==> config.mk <==
export PLATFORM = sky130hd
export DESIGN_NAME = instr_prefetch_unit
export DESIGN_NICKNAME = d
export VERILOG_FILES = /design/src/rtl/instr_prefetch_unit.sv
export SDC_FILE = /design/constraint.sdc
export NUM_CORES = 1
export LEC_CHECK = 0
export ABC_AREA = 0
export CAP_MARGIN = 20
export CORE_MARGIN = 10
export CORE_UTILIZATION = 48
export CTS_BUF_LIST = sky130_fd_sc_hd__clkbuf_2 sky130_fd_sc_hd__clkbuf_4 sky130_fd_sc_hd__clkbuf_8
export CTS_CLUSTER_DIAMETER = 80
export DETAILED_ROUTE_END_ITERATION = 12
export PLACE_DENSITY = 0.78
export SETUP_SLACK_MARGIN = 0.3
export SLEW_MARGIN = 20
export SYNTH_ARGS = -nofsm -noshare
export SYNTH_HDL_FRONTEND = slang
export SYNTH_SLANG_ARGS = --single-unit
==> constraint.sdc <==
create_clock -name clk -period 7.2 [get_ports clk]
set_input_delay 1.44 -clock clk [delete_from_list [all_inputs] [get_ports clk]]
set_output_delay 1.44 -clock clk [all_outputs]
set_load 0.01 [all_outputs]
==> src/rtl/instr_prefetch_unit.sv <==
// Instruction prefetch unit: Wishbone fetch FSM feeding a small in-order FIFO.
// One request in flight at most; its FIFO slot is reserved at issue so pushes never overflow.
module instr_prefetch_unit #(
  parameter logic [31:0] RESET_PC = 32'h00000000,
  parameter int          DEPTH    = 2
) (
  input  logic        clk,
  input  logic        rst_n,
  input  logic        redirect_i,
  input  logic [31:0] redirect_pc_i,
  output logic [31:0] iwb_adr_o,
  output logic        iwb_cyc_o,
  output logic        iwb_stb_o,
  input  logic [31:0] iwb_dat_i,
  input  logic        iwb_ack_i,
  input  logic        iwb_err_i,
  output logic        instr_valid_o,
  output logic [31:0] instr_o,
  output logic [31:0] instr_pc_o,
  output logic        instr_err_o,
  input  logic        instr_ready_i
);

  localparam int          PW   = $clog2(DEPTH);
  localparam logic [PW:0] FULL = (PW+1)'(DEPTH);
  localparam logic [31:0] NOP  = 32'h00000013;

  typedef enum logic [1:0] {IDLE, BUSY, DRAIN, HALT} state_t;

  state_t        state, state_nxt;
  logic [31:0]   fetch_pc, fetch_pc_nxt, adr_q, redirect_pc;
  logic [31:0]   mem_instr [DEPTH];
  logic [31:0]   mem_pc    [DEPTH];
  logic [DEPTH-1:0] mem_err;
  logic [PW-1:0] rd_ptr, wr_ptr;
  logic [PW:0]   count;
  logic          term, push, pop, issue;

  assign redirect_pc = redirect_pc_i & 32'hFFFF_FFFC;
  assign term        = iwb_ack_i | iwb_err_i;
  assign pop         = (count != '0) && instr_ready_i && !redirect_i;

  // Redirect wins over ack/pop; a redirect that coincides with the
  // terminating ack goes straight to IDLE since nothing is left to drain.
  always_comb begin
    state_nxt    = state;
    fetch_pc_nxt = fetch_pc;
    push         = 1'b0;
    issue        = 1'b0;
    case (state)
      IDLE: begin
        if (redirect_i) begin
          fetch_pc_nxt = redirect_pc;
        end else if (count < FULL) begin
          issue     = 1'b1;
          state_nxt = BUSY;
        end
      end
      BUSY: begin
        if (redirect_i) begin
          fetch_pc_nxt = redirect_pc;
          state_nxt    = term ? IDLE : DRAIN;
        end else if (term) begin
          push = 1'b1;
          if (iwb_err_i) begin
            state_nxt = HALT;
          end else begin
            state_nxt    = IDLE;
            fetch_pc_nxt = fetch_pc + 32'd4;
          end
        end
      end
      DRAIN: begin
        if (redirect_i) fetch_pc_nxt = redirect_pc;
        if (term) state_nxt = IDLE;
      end
      HALT: begin
        if (redirect_i) begin
          fetch_pc_nxt = redirect_pc;
          state_nxt    = IDLE;
        end
      end
      default: state_nxt = IDLE;
    endcase
  end

  always_ff @(posedge clk or negedge rst_n) begin
    if (!rst_n) begin
      state    <= IDLE;
      fetch_pc <= RESET_PC;
      adr_q    <= RESET_PC;
    end else begin
      state    <= state_nxt;
      fetch_pc <= fetch_pc_nxt;
      if (issue) adr_q <= fetch_pc;
    end
  end

  always_ff @(posedge clk or negedge rst_n) begin
    if (!rst_n) begin
      rd_ptr <= '0;
      wr_ptr <= '0;
      count  <= '0;
    end else if (redirect_i) begin
      rd_ptr <= '0;
      wr_ptr <= '0;
      count  <= '0;
    end else begin
      if (push) wr_ptr <= wr_ptr + 1'b1;
      if (pop)  rd_ptr <= rd_ptr + 1'b1;
      case ({push, pop})
        2'b10:   count <= count + 1'b1;
        2'b01:   count <= count - 1'b1;
        default: count <= count;
      endcase
    end
  end

  // Entry storage needs no reset: the head is masked whenever the FIFO is empty.
  always_ff @(posedge clk) begin
    if (push) begin
      mem_instr[wr_ptr] <= iwb_err_i ? NOP : iwb_dat_i;
      mem_pc[wr_ptr]    <= adr_q;
      mem_err[wr_ptr]   <= iwb_err_i;
    end
  end

  assign iwb_cyc_o     = (state == BUSY) || (state == DRAIN);
  assign iwb_stb_o     = iwb_cyc_o;
  assign iwb_adr_o     = adr_q;
  assign instr_valid_o = (count != '0);
  assign instr_o       = instr_valid_o ? mem_instr[rd_ptr] : NOP;
  assign instr_pc_o    = instr_valid_o ? mem_pc[rd_ptr] : 32'h0;
  assign instr_err_o   = instr_valid_o && mem_err[rd_ptr];

endmodule
Word level (Yosys, flattened, before mapping)
Memories as Yosys holds them, arrays and structs flattened.
Index checks and enable logic that the tools add are counted.
{"block": "totals", "register_bits": 72, "mem_bits_rw": 128, "in_bits": 70, "mem_count": 2}
{"name": "mem_instr", "depth": 2, "width": 32, "read_ports": 1, "rd_ports_with_merged_regs": 0, "write_ports": 1, "line_no": "32", "source": "logic [31:0] mem_instr [DEPTH];"}
{"name": "mem_pc", "depth": 2, "width": 32, "read_ports": 1, "rd_ports_with_merged_regs": 0, "write_ports": 1, "line_no": "33", "source": "logic [31:0] mem_pc [DEPTH];"}
{"block": "op_classes", "add_sub_neg": 5, "n_lt_le_gt_ge": 4, "n_eq_ne": 12, "n_mux": 36, "bitwise_logic": 1, "reduce_logical": 14}
{"cell": "two-way mux 32 bit", "count": 7}
{"cell": "case mux 32 bit (2 select lines)", "count": 1}
{"cell": "adder 32 x 3 -> 32 bit (second input constant)", "count": 1}
{"cell": "two-way mux 2 bit", "count": 9}
{"cell": "two-way mux 1 bit", "count": 15}
{"cell": "inequality test 2 bit (second input constant)", "count": 4}
{"cell": "case mux 2 bit (4 select lines)", "count": 1}
{"cell": "equality test 2 bit (second input constant)", "count": 3}
{"cell": "inequality test 3 bit (second input constant)", "count": 2}
{"cell": "nonzero test 2 bit", "count": 3}
{"cell": "AND reduction 5 bit", "count": 1}
{"cell": "equality test 2 x 1 -> 1 bit (second input constant)", "count": 2}
{"cell": "logical AND 1 bit", "count": 4}
{"cell": "< comparator 1 x 2 -> 1 bit (second input constant)", "count": 2}
{"cell": "case mux 2 bit (2 select lines)", "count": 1}
{"cell": "AND reduction 3 bit", "count": 1}
{"cell": "nonzero test 3 bit", "count": 1}
{"cell": "OR reduction 3 bit", "count": 1}
{"cell": "adder 1 bit (second input constant)", "count": 2}
{"cell": "adder 2 x 1 -> 2 bit (second input constant)", "count": 1}
{"cell": "bitwise mux 2 bit", "count": 1}
{"cell": "logical NOT 2 bit", "count": 1}
{"cell": "< comparator 2 bit (second input constant)", "count": 1}
{"cell": "inequality test 2 x 1 -> 1 bit (second input constant)", "count": 1}
{"cell": "6 further kinds", "count": 6}

Depth between registers and ports, before layout
{"block": "logic_depth", "word_depth": 7, "mapped_depth": 8, "depth_no_buf": 7}

Least setup slack after synthesis
No wires, ideal clock.
{"block": "synth_timing", "path_type": "input to register", "from": "input redirect_i", "to": "register mem_err[0] (enable)", "setup_time_ns": 0.639, "t_arrival_ns": 7.845, "path_slack_ns": -1.284, "cell_stages": 3, "path_cell_list": "buf_2 -> clkbuf_1 -> nor4_1"}
{"block": "synth_between", "elab_chain_len": 2}
{"item": "start, declared", "line_no": "9", "source": "input logic redirect_i,"}
{"item": "two-way mux 1 bit", "line_no": "60", "source": "if (redirect_i) begin"}
{"item": "two-way mux 1 bit", "line_no": "50", "source": "case (state)"}
{"item": "end signal, assigned by index", "line_no": "124", "source": "mem_err[wr_ptr] <= iwb_err_i;"}
{"item": "end, declared", "line_no": "34", "source": "logic [DEPTH-1:0] mem_err;"}
Every way passes these cells.
A chain may end at the register's enable or synchronous reset.

Worst setup path after layout
{"block": "layout_timing", "from": "register count[1]", "to": "output instr_o[4]"}
{"block": "layout_between", "elab_chain_len": 2}
{"item": "start, declared", "line_no": "36", "source": "logic [PW:0] count;"}
{"item": "start signal, assigned", "line_no": "112", "source": "2'b10: count <= count + 1'b1;"}
{"item": "start signal, assigned", "line_no": "113", "source": "2'b01: count <= count - 1'b1;"}
{"item": "start signal, assigned", "line_no": "114", "source": "default: count <= count;"}
{"item": "nonzero test 2 bit", "line_no": "131", "source": "assign instr_valid_o = (count != '0);"}
{"item": "two-way mux 32 bit", "line_no": "132", "source": "assign instr_o = instr_valid_o ? mem_instr[rd_ptr] : NOP;"}
{"item": "end, declared", "line_no": "18", "source": "output logic [31:0] instr_o,"}
Every way passes these cells.

==> impl_metrics.csv <==
group,metric,value,unit
hold_path,min_to,"mem_pc[0][6]$_DFFE_PP_",
synth,synth_edf_count,126,
power,vdd.ir_drop.worst,169.3,µV
synth,synth.distinct_cells,50,
clocking,cts-root-buf,"clkbuf_8",
power,clockPowerShare,20.3,%
setup_path,critPathKind,"flip-flop to primary output",
die,die_x,151.8,µm
clocking,clock_latency,0.46,ns
timing,rsz0062_at_grt,"false",
die,rows,48,
final_layout,multi_input_area,0.002741,mm²
timing,max_slew_margin,40.38,%
setup_path,critPathMaxStageDelay,0.55,ns
synth,synthFlopType,"edfxtp_1",
power,switching_share,31.59,%
clocking,cts_num_sinks,192,
timing,skew,0.01265,ns
setup_path,critPathLaunchType,"flip-flop",
clocking,clkTransAtPathRegs,0.10,ns
die,core,0.01718,mm²
clocking,cts-htree-levels,4,
final_layout,nets,855,
run,cap_violations,0,
hold_path,min_path_cells,0,
drt,vias,5531,
synth,netlist_instances,623,
final_layout,n_antenna_cell,0,
timing,setup_viol,0,
power,power_density,319.8,mW/mm²
timing,drv_slew,0,
drt,routed_wl,19480,µm
synth,syn-mean-instance-area,13.38,µm²
clocking,tritoncts,"done",
final_layout,layout-drive-gt1-share,11.74,%
drt,avgRoutedWirePerCell,19.16,µm
die,boundaryPins,170,
synth,async_flop_share,34.38,%
synth,synth-seq-cells,192,
setup_path,end_kind,"primary output",
power,leakage,3.664,nW
clocking,cts_setup_buffers,0,
power,comb_power_share,30.5,%
clocking,cts_max_path_buffers,2,
setup_path,critPathMaxFanout,50,
clocking,cts_resized,0,
final_layout,fillerInstances,1338,
setup_path,r2r-start,"state[1]$_DFFE_PN0P_",
final_layout,final_cell_mix,"clkdlybuf4s50_1, edfxtp_1, nor2_1, mux2i_1, dfrtp_1",
setup_path,cp.arrival,2.72,ns
status,outcome,"completed",
setup_path,timing.rr.end,"mem_pc[1][22]$_DFFE_PP_",
final_layout,seqCellArea,0.005439,mm²
grt,grt-ovfl-total,0,
grt,grt_max_degree,67,
timing,period_share,57.84,%
timing,setup_ws,3.036,ns
die,start_util,48.53,%
drt,dr.pass1.iters,5,
place,preCtsSetupSlack,2.650,ns
clocking,numCtsBuffers,17,
drt,via_per_inst,5.439,
drt,drt_first_iter_violations,431,
synth,ys_seq_area_share,65.21,%
power,p_sw,0.001070,W
setup_path,worst_path_max_delay_cell,"buf_4",
final_layout,area_growth,27.06,%
place,port_buffers,163,
setup_path,rrSetupSlack,4.24,ns
place,place_hpwl,13360,µm
setup_path,cp_cell_sequence,"nor2_4 > buf_4 > inv_1 > nand2_1 > clkdlybuf4s50_1",
timing,max_freq,0.2401,GHz
hold_path,min_from,"iwb_adr_o[6]$_DFFE_PN0P_",
synth,yosysWarnings,0,
die,dieArea,0.02304,mm²
timing,worst_pin_slew,0.8876,ns
setup_path,reg2reg_depth,6,
grt,grt_use_total,17.11,%
clocking,cts_hold_buf,0,
synth,synth_area,0.008335,mm²
drt,drtAntennaViolNets,0,
drt,drc_errors,0,
hold_path,hold_class,"flip-flop to flip-flop",
timing,finalSetupTns,0,ns
timing,period_minus_slack,4.164,ns
power,seq_power_share,49.2,%
power,intPower,0.002317,W
die,die_h,151.8,µm
grt,grt_pass1_vias,5724,
place,place.gp.congestion,0.8513,
setup_path,cp_data_required_time,5.76,ns
grt,grt_pass1_wl,30710,µm
grt,antenna_found_initial,1,
final_layout,final_common_cell,"clkdlybuf4s50_1",
timing,hold_violations,0,
-- flip-flops by register name, indices dropped and copies added (netlist names) --
register and flops:
iwb_adr_o 30, wr_ptr 1, count 2, mem_instr 64
state 2, mem_pc 60, mem_err 2, rd_ptr 1
fetch_pc 30
-- worst max-delay path by stage --
stage	slack [ns]	from	cells past startpoint	endpoint
after floorplan	1.37	redirect_i	3	mem_err[0]$_DFFE_PP_
after global placement	2.75	iwb_err_i	6	mem_pc[1][16]$_DFFE_PP_
after detailed placement	2.65	iwb_err_i	6	mem_pc[1][16]$_DFFE_PP_
after CTS	2.96	count[1]$_DFFE_PN0P_	5	instr_o[4]
after global routing	2.76	count[1]$_DFFE_PN0P_	5	instr_o[4]
final	3.04	count[1]$_DFFE_PN0P_	5	instr_o[4]
-- synthesized netlist by cell type (10+ instances only) --
| master | count | area share, % |
|---|---|---|
| edfxtp_1 | 126 | 45 |
| nand3_1 | 10 | 0.60 |
| a311oi_1 | 10 | 1.1 |
| mux2_2 | 31 | 4.2 |
| o21ai_0 | 20 | 1.2 |
| mux2i_1 | 65 | 7.8 |
| nor2_1 | 86 | 3.9 |
| clkbuf_1 | 19 | 0.86 |
| dfrtp_1 | 66 | 20 |
| a21oi_1 | 10 | 0.60 |
| nor2b_1 | 35 | 2.6 |
| nand2_1 | 26 | 1.2 |
-- layout make-up --
| type | count | area share (%) |
|---|---|---|
| Timing Repair Buffer | 171 | 16.11 |
| Multi-Input combinational cell | 389 | 25.88 |
| Clock inverter | 10 | 0.9687 |
| Inverter | 8 | 0.2835 |
| Sequential cell | 192 | 51.35 |
| Clock buffer | 22 | 2.741 |
| Tap cell | 225 | 2.658 |
-- critical path, delay by kind of cell, from the launching register on --
kind	cells	cell delay, ns
and+or+nand+nor	2	0.43
DFF	1	0.49
buffers and inverters	3	1.33
-- stage by stage --
stage	utilization, %	hold slack, ns	power [W]	instance area (µm²)	instances
2_1_floorplan	-	0.4893	0.002216	8353	626
3_3_place_gp	59.18	0.4787	0.002691	10160	984
3_5_place_dp	59.21	0.4868	0.002733	10170	984
4_1_cts	61.50	0.5045	0.003419	10560	1016
5_1_grt	61.66	0.5241	0.003572	10590	1017
6_report	61.66	0.4944	0.003387	10590	1017
-- power groups by stage --
stage                     Clock (W)  Combinational, W  Sequential (W)
after floorplan                   0          0.000540         0.00168
after global placement            0           0.00100         0.00169
after detailed placement          0           0.00103         0.00171
after CTS                  0.000703           0.00103         0.00168
after global routing       0.000747           0.00112         0.00170
final                      0.000686           0.00103         0.00167
-- kinds of logic after synthesis --
kind of cell	Yosys count	share of synthesized area (%)
AOI/OAI and AO/OA	72	6.139
xor gates and xnor gates	10	1.051
adders and majority gates	6	0.9006
buffers and inverters	45	2.462
DFF	192	65.21
muxes	96	11.99
other	1	0.04499
and+or+nand+nor	201	12.20
-- layer usage --
layer  wire length [µm]  GRT usage [%]  part of all wire (%)
met1               8217          21.15                    42
met2               9249          28.00                    47
met3               1764          5.584                   9.1
met4                235          5.195                   1.2
met5                 16              0                 0.082
Power figures use the tool's default switching activity.
